`config.mk`:
```
export PLATFORM = sky130hd
export DESIGN_NAME = serial_frame_receiver
export DESIGN_NICKNAME = d
export VERILOG_FILES = /design/src/rtl/serial_frame_receiver_pkg.sv /design/src/rtl/serial_frame_receiver_bit_timer.sv /design/src/rtl/serial_frame_receiver.sv
export SDC_FILE = /design/constraint.sdc
export NUM_CORES = 1
export LEC_CHECK = 0
export BUFFER_PORTS_ARGS = -buffer_cell sky130_fd_sc_hd__buf_2
export CORE_MARGIN = 2
export CORE_UTILIZATION = 45
export CTS_CLUSTER_SIZE = 28
export DETAILED_ROUTE_END_ITERATION = 8
export GPL_TIMING_DRIVEN = 1
export PLACE_DENSITY = 0.74
export SYNTH_ARGS = -nofsm -noshare
export SYNTH_HDL_FRONTEND = slang
export SYNTH_SLANG_ARGS = --single-unit
```
`constraint.sdc`:
```
create_clock -name clk -period 1.76 [get_ports clk]
set_input_delay 0.528 -clock clk [delete_from_list [all_inputs] [get_ports clk]]
set_output_delay 0.528 -clock clk [all_outputs]
set_load 0.05 [all_outputs]
```
`src/rtl/serial_frame_receiver_pkg.sv`:
```
// Shared definitions for the serial frame receiver: FSM encodings and the
// counter width helper used by the bit timer.
package serial_frame_receiver_pkg;

  typedef enum logic [1:0] {
    IDLE  = 2'd0,
    START = 2'd1,
    DATA  = 2'd2,
    STOP  = 2'd3
  } state_t;

  function automatic int cnt_width(input int bit_cycles);
    return (bit_cycles > 1) ? $clog2(bit_cycles) : 1;
  endfunction

endpackage

```
`src/rtl/serial_frame_receiver_bit_timer.sv`:
```
// Per-bit cycle counter: flags the mid-bit point of the start bit and the
// end of every full bit period, wrapping to zero at each sample point.
module bit_timer
  import serial_frame_receiver_pkg::*;
#(
  parameter int BIT_CYCLES = 4
) (
  input  logic clk,
  input  logic rst_n,
  input  logic clear,
  input  logic enable,
  output logic tick_half,
  output logic tick_full
);

  localparam int CW = cnt_width(BIT_CYCLES);
  localparam int H  = BIT_CYCLES / 2;

  logic [CW-1:0] cnt;

  assign tick_half = (cnt == CW'(H - 1));
  assign tick_full = (cnt == CW'(BIT_CYCLES - 1));

  always_ff @(posedge clk or negedge rst_n) begin
    if (!rst_n) begin
      cnt <= '0;
    end else if (clear || tick_full) begin
      cnt <= '0;
    end else if (enable) begin
      cnt <= cnt + 1'b1;
    end
  end

endmodule

```
`src/rtl/serial_frame_receiver.sv`:
```
// Serial frame receiver: finds a start bit, shifts in WIDTH data bits MSB
// first, checks the stop bit and publishes the word with a one-cycle pulse.
module serial_frame_receiver
  import serial_frame_receiver_pkg::*;
#(
  parameter int WIDTH      = 4,
  parameter int BIT_CYCLES = 4
) (
  input  logic             clk,
  input  logic             rst_n,
  input  logic             EN,
  input  logic             SI,
  output logic [WIDTH-1:0] Q,
  output logic             V,
  output logic             FE,
  output logic             BUSY
);

  localparam int BW = $clog2(WIDTH);

  state_t          state, next_state;
  logic [WIDTH-1:0] sr;
  logic [BW-1:0]    bitn;
  logic             tick_half, tick_full;
  logic             timer_clear, timer_en;
  logic             do_shift, stop_good, stop_bad, last_bit;

  assign last_bit = (bitn == BW'(WIDTH - 1));

  bit_timer #(
    .BIT_CYCLES(BIT_CYCLES)
  ) u_bit_timer (
    .clk      (clk),
    .rst_n    (rst_n),
    .clear    (timer_clear),
    .enable   (timer_en),
    .tick_half(tick_half),
    .tick_full(tick_full)
  );

  always_ff @(posedge clk or negedge rst_n) begin
    if (!rst_n) begin
      state <= IDLE;
    end else begin
      state <= next_state;
    end
  end

  // Dropping EN abandons any partial frame regardless of state.
  always_comb begin
    next_state = state;
    if (!EN) begin
      next_state = IDLE;
    end else begin
      case (state)
        IDLE:    if (!SI) next_state = START;
        START:   if (tick_half) next_state = SI ? IDLE : DATA;
        DATA:    if (tick_full && last_bit) next_state = STOP;
        STOP:    if (tick_full) next_state = IDLE;
        default: next_state = IDLE;
      endcase
    end
  end

  always_comb begin
    BUSY        = (state != IDLE);
    timer_en    = EN && (state != IDLE);
    timer_clear = !EN || (state == IDLE) || ((state == START) && tick_half);
    do_shift    = EN && (state == DATA) && tick_full;
    stop_good   = EN && (state == STOP) && tick_full && SI;
    stop_bad    = EN && (state == STOP) && tick_full && !SI;
  end

  // Pulses last exactly one cycle since STOP always exits on the sample edge.
  always_ff @(posedge clk or negedge rst_n) begin
    if (!rst_n) begin
      sr   <= '0;
      bitn <= '0;
      Q    <= '0;
      V    <= 1'b0;
      FE   <= 1'b0;
    end else begin
      V  <= stop_good;
      FE <= stop_bad;
      if (stop_good) begin
        Q <= sr;
      end
      if (do_shift) begin
        sr   <= {sr[WIDTH-2:0], SI};
        bitn <= last_bit ? '0 : bitn + 1'b1;
      end else if (state == IDLE) begin
        bitn <= '0;
      end
    end
  end

endmodule

```
==> results.yml <==
setup_path:
  start_kind: "flip-flop"
  crit_start: "state[0]$_DFFE_PN0P_"
  endpoint_kind: "output port"
  r2r_start: "u_bit_timer.cnt[0]$_DFFE_PN0P_"
  path_cells: "or2_2, buf_6"
  slowest_stage: "dfrtp_2"
  cp.required_ns: 1.23
  critPathKind: "reg2out"
  critPathMaxStageDelay_ns: 0.41
  path_max_fanout: 3
  critical_path_arrival_ns: 1.19
yosys:
  ys_top_cells_by_area: "dfrtp_1 (56%), mux2_4 (8.4%), mux2_2 (7.9%), ha_1 (5.3%), nor2b_1 (3.5%)"
  yosys_register_bits: 16
  syn_inst: 53
  syn_nets: 60
  avgSynthCellArea_um2: 13.5
  ys_seq_area_share_pct: 56.1
  synth_top_cell_by_area: "dfrtp_1"
  yosysUniqueCellTypes: 19
  synth_warnings: 0
  synth.top_cell.area_share_pct: 56.1
  synth_area_um2: 713
cells_and_area:
  syn2layout_area_growth_pct: 17.2
  drive_gt1_share_pct: 45.6
  antenna_cells: 0
  nets: 76
  layout.cells.non_filler: 84
  final_cell_mix: "dfrtp_1 (14), buf_2 (9), mux2_2 (5), nor2b_1 (4), mux2_4 (4)"
  final_common_cell: "dfrtp_1"
  finalInstanceArea_um2: 836
  final_util_pct: 56.1
floorplan:
  die_h_um: 43.8
  start_util_pct: 47.9
  dieArea_um2: 1920
  die_w_um: 43.8
  ioPinCount: 11
  coreArea_um2: 1490
  row_count: 14
sta:
  tightest_slew_ns: 0.348
  post-route-min-period_ns: 1.72
  setup_viol: 0
  drv_slew: 0
  setup-tns-final_ns: 0
  rsz0062_at_grt: "no"
  layout_setup_ws_ns: 0.0447
  slew_headroom_pct: 76.8
  hold_viol: 0
  post-route-period-util_pct: 97.5
  clock-skew-final_ns: 0.00396
  fmax_ghz: 0.583
  whs_ns: 0.131
power_and_ir_drop:
  intPower_uw: 519
  p_leak_nw: 0.470
  power_frac_clock_pct: 36.1
  seq_power_share_pct: 56.1
  switching_share_pct: 22.4
  pwr_density_cell_nw_per_um2: 800
  p_switching_uw: 150
  irDropWorstVdd_v: 0.000503
  comb_power_share_pct: 7.8
  power_uw: 669
detailed_routing:
  drt_iter0_markers: 4
  wl_met2_um: 533
  drcViolationCount: 0
  routed.top_layer: "met4"
  routed_via_density: 5.31
  wire_per_inst_um: 13.0
  wl_met3_um: 63
  wl_met1_um: 472
  wl_mm: 1.09
  postRouteAntennaNets: 0
  drt-pass1-iter-count: 2
  via_count: 446
global_routing:
  grt_overflow: 0
  antenna_found_initial: 0
  grt_max_degree: 17
  grtUsageTotal_pct: 14.7
  grt_pass1_wl_mm: 1.97
  grt_pass1_vias: 440
placement:
  placed_area_um2: 776
  dp_slack_ns: 0.239
  dp_hpwl_um: 789
  io_buffer_count: 10
  dp.cells: 78
  routabilityCongestion: 0.746
flow_run:
  drv_cap: 0
min_path:
  hp-class: "in2async"
clock_tree:
  cts_tree: "built"
  cts_made_buffers: 3
  clock_latency_ns: 0.29
  root_buffer: "clkbuf_4"
  hold_buffers: 0
  cts_buffer_depth: 2
  cts_max_level: 1
  clk_pin_slew_ns: 0.09
  cts_sinks: 16
outcome:
  outcome: "complete, no violations"
[synthesized netlist by cell type]
cell      number
ha_1           3
and4_4         1
nor2b_1        4
mux2_4         4
nand3_1        2
dfrtp_1       16
and3_1         1
a32oi_1        1
o21ai_0        2
nand4b_2       1
nor2_1         3
buf_4          1
mux2_2         5
or2_2          1
nand2_1        2
o31ai_1        1
nand2_4        1
inv_1          3
a311o_1        1
[cell families (layout without fill, tap and decap cells)]
| group | Yosys count | in the layout | synth area share (%) |
|---|---|---|---|
| flops | 16 | 16 | 56.1 |
| simple gates | 16 | 16 | 14.6 |
| mux | 9 | 9 | 16.3 |
| compound gates | 5 | 5 | 5.09 |
| buf+inv | 4 | 19 | 2.63 |
| fa+ha+maj | 3 | 3 | 5.26 |
[routing by layer]
metal / vias to the layer above / GRT usage, %
met5: - / 0
met4: 0 / 7.27
met3: 5 / 6.25
met2: 12 / 23.5
met1: 213 / 16.7
li1: 216 / -
[layout make-up]
class | instances | area, µm²
clock buffer | 4 | 36.3
fill | 129 | 653
inverter | 3 | 11.3
multi-input combinational | 33 | 294
sequential | 16 | 403
tap | 16 | 20.0
timing repair buffer | 12 | 71.3
[timing repair]
action | 4_1_cts | 5_1_grt
endpoints found under the setup margin | 1 | 1
hold endpoints to repair | 0 | 0
buffers inserted | 2 | 0
gates resized for setup | 3 | 1
[sequential cells by signal, indices dropped and copies added, names as in the netlist]
name             count
Q                    4
sr                   4
bitn                 2
state                2
u_bit_timer.cnt      2
FE                   1
V                    1
[worst max-delay path, delay by kind of cell, from the launching register on]
| kind | cells | cell delay (ns) |
|---|---|---|
| buffers and inverters | 1 | 0.16 |
| DFF | 1 | 0.41 |
| and+or+nand+nor | 1 | 0.33 |
[power by group through the flow]
stage,logic (mW),clock network [mW],registers [mW]
finish,0.0523,0.241,0.375
global route,0.0593,0.260,0.376
CTS,0.0514,0.246,0.375
detailed placement,0.0431,0,0.385
global placement,0.0418,0,0.384
floorplan,0.0264,0,0.383
[path summary, 6_finish.rpt]
| kind | endpoint | slack, ns | cells after the start |
|---|---|---|---|
| max | BUSY | 0.04 | 2 |
| min | state[1]$_DFFE_PN0P_ | 0.13 | 1 |
| max reg2reg | Q[2]$_DFFE_PN0P_ | 0.31 | 4 |
| min reg2reg | u_bit_timer.cnt[0]$_DFFE_PN0P_ | 0.48 | 1 |
| max in group asynchronous | state[0]$_DFFE_PN0P_ | 1.36 | 1 |
| min in group clk | FE$_DFF_PN0_ | 0.47 | 2 |
(Power assumes the default switching activity.)
